--- config.mk ---
export PLATFORM = sky130hd
export DESIGN_NAME = trivium_decryptor
export DESIGN_NICKNAME = d
export VERILOG_FILES = /design/src/rtl/trivium_decryptor.sv
export SDC_FILE = /design/constraint.sdc
export NUM_CORES = 1
export LEC_CHECK = 0
export BUFFER_PORTS_ARGS = -buffer_cell sky130_fd_sc_hd__buf_2
export CAP_MARGIN = 20
export CORE_ASPECT_RATIO = 0.5
export CORE_UTILIZATION = 40
export CTS_CLUSTER_SIZE = 14
export DETAILED_ROUTE_END_ITERATION = 10
export PLACE_DENSITY = 0.54
export SKIP_LAST_GASP = 1
export SYNTH_ARGS = -nofsm -noshare
export SYNTH_HDL_FRONTEND = slang
export SYNTH_SLANG_ARGS = --single-unit
--- constraint.sdc ---
create_clock -name clk -period 4.3 [get_ports clk]
set_input_delay 0.86 -clock clk [delete_from_list [all_inputs] [get_ports clk]]
set_output_delay 0.86 -clock clk [all_outputs]
set_load 0.005 [all_outputs]
--- src/rtl/trivium_decryptor.sv ---
`timescale 1ns/1ps
`default_nettype none
// ============================================================================
// Module      : trivium_decryptor
// Description : Serial-key Trivium receiver; XORs each ciphertext byte with
//               8 keystream bits and streams plaintext in FIFO-paced blocks.
// Revision    : 1.0 - initial release
// ============================================================================
module trivium_decryptor #(
    parameter int          BLOCK_BYTES = 256,
    parameter int          INIT_CYCLES = 1152,
    parameter logic [31:0] MAX_BYTES   = 32'hFFFF_FFFF
) (
    input  logic        clk,
    input  logic        rst,
    input  logic        key,
    input  logic        strob_key,
    input  logic [79:0] iv,
    input  logic [7:0]  data,
    input  logic        strob_data,
    input  logic [1:0]  fifo_cnd,
    output logic [7:0]  plain,
    output logic        plain_vld,
    output logic [7:0]  sign_reg
);

    typedef enum logic [2:0] {
        S_NOKEY     = 3'd0,
        S_GETKEY    = 3'd1,
        S_KEYOK     = 3'd2,
        S_INIT      = 3'd3,
        S_DECRYPT   = 3'd4,
        S_BLOCKDONE = 3'd5,
        S_ERROR     = 3'd6
    } state_t;

    localparam logic [8:0]  c_block_last = 9'(BLOCK_BYTES - 1);
    localparam logic [10:0] c_init_last  = 11'(INIT_CYCLES - 1);
    localparam logic [31:0] c_total_last = MAX_BYTES - 32'd1;
    localparam logic [6:0]  c_key_bits   = 7'd80;

    state_t         r_state;
    state_t         w_state_next;

    logic           r_key;
    logic           r_strob_key;
    logic [7:0]     r_data;
    logic           r_strob_data;
    logic [1:0]     r_fifo_cnd;

    logic [79:0]    r_key_reg;
    logic [6:0]     r_key_cnt;
    logic [6:0]     w_key_cnt_inc;
    logic [287:0]   r_s;
    logic [10:0]    r_init_cnt;
    logic [8:0]     r_block_cnt;
    logic [31:0]    r_total;
    logic           r_overrun;
    logic           r_key_loaded;

    logic           w_accept;
    logic           w_overrun_set;
    logic           w_key_shift;
    logic           w_load;
    logic           w_init_step;
    logic [287:0]   w_s_load;
    logic [287:0]   w_s_byte;
    logic [7:0]     w_ks;

    // s[i-1] holds Trivium bit s_i: A = s[92:0], B = s[176:93], C = s[287:177]
    function automatic logic f_z(input logic [287:0] s);
        return s[65] ^ s[92] ^ s[161] ^ s[176] ^ s[242] ^ s[287];
    endfunction

    function automatic logic [287:0] f_next(input logic [287:0] s);
        logic t1;
        logic t2;
        logic t3;
        t1 = s[65] ^ s[92] ^ (s[90] & s[91]) ^ s[170];
        t2 = s[161] ^ s[176] ^ (s[174] & s[175]) ^ s[263];
        t3 = s[242] ^ s[287] ^ (s[285] & s[286]) ^ s[68];
        return {s[286:177], t2, s[175:93], t1, s[91:0], t3};
    endfunction

    always_comb begin
        w_s_byte = r_s;
        w_ks     = '0;
        for (int i = 0; i < 8; i++) begin
            w_ks[i]  = f_z(w_s_byte);
            w_s_byte = f_next(w_s_byte);
        end
    end

    // First key bit received (k1) and iv[79] land in s1 and s94 respectively
    always_comb begin
        w_s_load = '0;
        for (int i = 0; i < 80; i++) begin
            w_s_load[i]      = r_key_reg[79-i];
            w_s_load[93 + i] = iv[79-i];
        end
        w_s_load[287:285] = 3'b111;
    end

    assign w_key_cnt_inc = (r_key_cnt == 7'h7F) ? r_key_cnt : r_key_cnt + 7'd1;

    always_ff @(posedge clk or negedge rst) begin
        if (!rst) begin
            r_state <= S_NOKEY;
        end else begin
            r_state <= w_state_next;
        end
    end

    always_comb begin
        w_state_next  = r_state;
        w_accept      = 1'b0;
        w_overrun_set = 1'b0;
        w_key_shift   = 1'b0;
        w_load        = 1'b0;
        w_init_step   = 1'b0;
        case (r_state)
            S_NOKEY: begin
                if (r_strob_key) begin
                    w_state_next = S_GETKEY;
                    w_key_shift  = 1'b1;
                end else if (r_strob_data) begin
                    w_state_next = S_ERROR;
                end
            end
            S_GETKEY: begin
                if (r_strob_key) begin
                    w_key_shift = 1'b1;
                end else if (r_key_cnt == c_key_bits) begin
                    w_state_next = S_KEYOK;
                end else begin
                    w_state_next = S_ERROR;
                end
            end
            S_KEYOK: begin
                w_load       = 1'b1;
                w_state_next = r_strob_data ? S_ERROR : S_INIT;
            end
            S_INIT: begin
                if (r_strob_data) begin
                    w_state_next = S_ERROR;
                end else begin
                    w_init_step = 1'b1;
                    if (r_init_cnt == c_init_last) begin
                        w_state_next = S_DECRYPT;
                    end
                end
            end
            S_DECRYPT: begin
                if (r_strob_key) begin
                    w_state_next = S_GETKEY;
                    w_key_shift  = 1'b1;
                end else if (r_strob_data) begin
                    if (r_fifo_cnd == 2'b11) begin
                        w_overrun_set = 1'b1;
                    end else begin
                        w_accept = 1'b1;
                        if (r_total == c_total_last) begin
                            w_state_next = S_NOKEY;
                        end else if (r_block_cnt == c_block_last) begin
                            w_state_next = S_BLOCKDONE;
                        end
                    end
                end
            end
            S_BLOCKDONE: begin
                if (r_strob_key) begin
                    w_state_next = S_GETKEY;
                    w_key_shift  = 1'b1;
                end else if (r_strob_data) begin
                    w_state_next = S_ERROR;
                end else if (r_fifo_cnd == 2'b00) begin
                    w_state_next = S_DECRYPT;
                end
            end
            S_ERROR: begin
                if (r_strob_key) begin
                    w_state_next = S_GETKEY;
                    w_key_shift  = 1'b1;
                end
            end
            default: begin
                w_state_next = S_NOKEY;
            end
        endcase
    end

    always_ff @(posedge clk or negedge rst) begin
        if (!rst) begin
            r_key        <= 1'b0;
            r_strob_key  <= 1'b0;
            r_data       <= '0;
            r_strob_data <= 1'b0;
            r_fifo_cnd   <= '0;
            r_key_reg    <= '0;
            r_key_cnt    <= '0;
            r_s          <= '0;
            r_init_cnt   <= '0;
            r_block_cnt  <= '0;
            r_total      <= '0;
            r_overrun    <= 1'b0;
            r_key_loaded <= 1'b0;
            plain        <= '0;
            plain_vld    <= 1'b0;
            sign_reg     <= '0;
        end else begin
            r_key        <= key;
            r_strob_key  <= strob_key;
            r_data       <= data;
            r_strob_data <= strob_data;
            r_fifo_cnd   <= fifo_cnd;

            // A fresh key load restarts the bit count from whatever state it interrupts
            if (w_key_shift) begin
                r_key_reg <= {r_key_reg[78:0], r_key};
                r_key_cnt <= (r_state == S_GETKEY) ? w_key_cnt_inc : 7'd1;
            end

            if (w_load) begin
                r_s <= w_s_load;
            end else if (w_init_step) begin
                r_s <= f_next(r_s);
            end else if (w_accept) begin
                r_s <= w_s_byte;
            end

            if (w_load) begin
                r_init_cnt  <= '0;
                r_block_cnt <= '0;
                r_total     <= '0;
            end else begin
                if (w_init_step) begin
                    r_init_cnt <= r_init_cnt + 11'd1;
                end
                if (w_accept) begin
                    r_block_cnt <= r_block_cnt + 9'd1;
                    r_total     <= r_total + 32'd1;
                end else if (r_state == S_BLOCKDONE) begin
                    r_block_cnt <= '0;
                end
            end

            if (w_load) begin
                r_overrun <= 1'b0;
            end else if (w_overrun_set) begin
                r_overrun <= 1'b1;
            end

            if (w_load) begin
                r_key_loaded <= 1'b1;
            end else if (w_state_next == S_GETKEY || w_state_next == S_ERROR ||
                         w_state_next == S_NOKEY) begin
                r_key_loaded <= 1'b0;
            end

            plain_vld <= w_accept;
            if (w_accept) begin
                plain <= r_data ^ w_ks;
            end else if (r_state == S_BLOCKDONE) begin
                plain <= '0;
            end

            sign_reg <= {3'b000, r_key_loaded, r_overrun, (r_state == S_ERROR),
                         (r_state == S_BLOCKDONE), (r_state == S_DECRYPT)};
        end
    end

endmodule
`default_nettype wire
==> results.yml <==
run_status:
  outcome: "finished clean"
power_and_ir_drop:
  p_switching_mw: 5.83
  power_frac_comb_pct: 32.6
  p_seq_share_pct: 40.7
  p_per_area_nw_per_um2: 592
  irDropWorstVdd_mv: 0.365
  internal_power_mw: 9.13
  p_sw_share_pct: 39.0
  leakagePower_nw: 11.4
  clkPwrFrac_pct: 26.7
setup_path:
  r2r-start: "r_state[0]$_DFF_PN0_"
  cp-end-kind: "register"
  startpoint: "r_state[0]$_DFF_PN0_"
  ff2ff_setup_slack_ns: 1.29
  crit_required_ns: 4.71
  start_kind: "register"
  reg2reg_depth: 7
  r2r-end: "r_s[177]$_DFFE_PN0P_"
  critPathSlowestCell: "buf_4"
  crit_chain: "nor4b_4, nand3_4, buf_4, buf_4, nor2_1, a311oi_1, a21oi_1"
  crit_top_cell: "buf_4"
  arrival_ns: 3.42
  path_max_fanout: 104
  path_class: "reg -> reg"
  path_buf_inv: 2
  crit_family: "buffers and inverters"
  crit_path_max_incr_delay_ns: 0.80
timing:
  fin_crit_ns: 3.01
  max_freq_ghz: 0.332
  slew_headroom_pct: 31.9
  hold_viol_final: 0
  drv_slew: 0
  fin_skew_ns: 0.0174
  tightest_slew_ns: 1.02
  tns_ns: 0
  hold_ws_ns: 0.255
  rsz0062_at_grt: "no"
  finalCritPeriodShare_pct: 70.0
  setup_violations: 0
floorplanning:
  die_area_um2: 57900
  start_util_pct: 40.7
  die_height_um: 171
  std_cell_rows: 61
  core_um2: 55900
  num_io_pins: 112
  die_w_um: 339
yosys:
  synth_top_cell_area_share_pct: 50.5
  synthDistinctLibCells: 54
  ys_seq_area_share_pct: 50.5
  synth.area.top_cells: "dfrtp_1 50%, nand2_1 14%, a21oi_1 9.5%"
  ys.flop_type: "dfrtp_1"
  async_flop_share_pct: 100
  synth_edf_count: 0
  ys_warn_count: 0
  netlist_area_um2: 22800
  ys_ff_latch: 459
  synth_area_per_cell_um2: 8.19
  yosysTopAreaCell: "dfrtp_1"
  synth_cells: 2781
flow_run:
  cap_violations: 0
clock_network:
  cts_root_buffer: "clkbuf_16"
  cts.clk_slew.worst_paths_ns: 0.06
  cts_buffers: 45
  cts.repair.resized: 0
  cts_tree: "built"
  clock_sinks: 459
  insertion_delay_ns: 0.57
  htree_num_levels: 2
  cts_setup_buffers: 0
  holdBufCountCts: 0
  clock_path_buffers: 3
placed_design:
  port_buffers: 108
  hpwl_um: 36900
  routabilityCongestion: 0.789
global_routing:
  grt.overflow.total: 0
  track_usage_pct: 20.5
  grt_max_degree: 153
  grt_pass1_wl_um: 97200
  grt_pass1_vias: 17500
  antenna_found_initial: 3
drt:
  vias: 18500
  dr.pass1.iters: 5
  drt_iter0_markers: 1621
  drt_wl_total_um: 59300
  viasPerCell: 5.20
  drc_errors: 0
  wl_per_cell_um: 16.7
  antenna_left: 0
cells_and_area:
  layout_commonest_cell: "nand2_1"
  final_cell_mix: "865 x nand2_1, 459 x dfrtp_1, 431 x a21oi_1, 159 x o21ai_0, 156 x o21ai_1"
  nets: 2865
  drive_gt1_share_pct: 7.98
  largest_reg_flops: 288
  synthToLayoutAreaGrowth_pct: 11.1
hold_path:
  hold_class: "in -> async"
-- synth_stat cells (all sizes together) (8+ instances only) --
cell,instances
a211oi,14
a21oi,431
a31oi,10
and3,128
buf,70
clkbuf,139
dfrtp,459
inv,11
mux2i,8
nand2,866
nand3,34
nand4,13
nor2,79
nor3,8
o21ai,315
or3,10
xnor2,73
xor2,57
-- worst register-to-register path, stage by stage, from the launching register on --
cell	delay [ns]
dfrtp_1	0.79
nor4b_4	0.14
nand3_4	0.13
buf_4	0.46
buf_4	0.84
nor2_1	0.15
a311oi_1	0.27
a21oi_1	0.07
-- power by group through the flow --
stage | clock network, mW | logic, mW | registers, mW
2_1_floorplan | 0 | 3.80 | 5.79
3_3_place_gp | 0 | 4.87 | 6.15
3_5_place_dp | 0 | 4.92 | 6.15
4_1_cts | 4.10 | 4.94 | 6.08
5_1_grt | 4.26 | 5.54 | 6.21
6_report | 3.99 | 4.88 | 6.09
-- logic make-up (layout without fill, tap and decap cells) --
logic type | after synthesis | after routing | synth area share [%]
multiplexers | 8 | 8 | 0.352
other | 1 | 6 | 0.0165
buffers and inverters | 220 | 231 | 4.01
flip-flops | 459 | 459 | 50.5
AO/OA/AOI/OAI | 790 | 790 | 17.9
XOR/XNOR | 131 | 131 | 5.11
AND/OR/NAND/NOR | 1165 | 1165 | 21.8
adder cells (fa/ha/maj) | 7 | 7 | 0.385
-- metal layers --
layer	GRT usage (%)	share of wire, %
met1	30.4	50
met2	31.6	45
met3	2.96	3.5
met4	4.43	1.7
met5	0	0
-- layout make-up --
class                   count  area, um^2
clock buffers              71        1340
inverters                  11        43.8
clock inverters             7        85.1
well taps                 756         946
repair buffers            142         956
flip-flops and latches    459       11500
multi-input cells        2104       10400
fillers                  5563       30600
diodes                      3        7.51
-- per-stage QoR --
stage	instances	total power, mW	area [um^2]	util [%]	setup WS (ns)
2_1_floorplan	2783	9.59	22800	-	2.33
3_5_place_dp	3472	11.1	23800	42.7	1.33
3_3_place_gp	3471	11.0	23800	42.7	1.37
5_1_grt	3553	16.0	25300	45.3	1.05
4_1_cts	3550	15.1	25300	45.2	1.33
6_report	3553	15.0	25300	45.3	1.29
-- worst max-delay path by stage --
stage	end	slack [ns]	cells past startpoint
2_1_floorplan	r_s[100]$_DFFE_PN0P_	2.33	10
3_3_place_gp	r_s[177]$_DFFE_PN0P_	1.37	7
3_5_place_dp	r_s[177]$_DFFE_PN0P_	1.33	7
4_1_cts	r_s[177]$_DFFE_PN0P_	1.33	7
5_1_grt	r_s[227]$_DFFE_PN0P_	1.05	7
6_report	r_s[177]$_DFFE_PN0P_	1.29	7
Note: power is estimated with default switching activity, not from simulation.
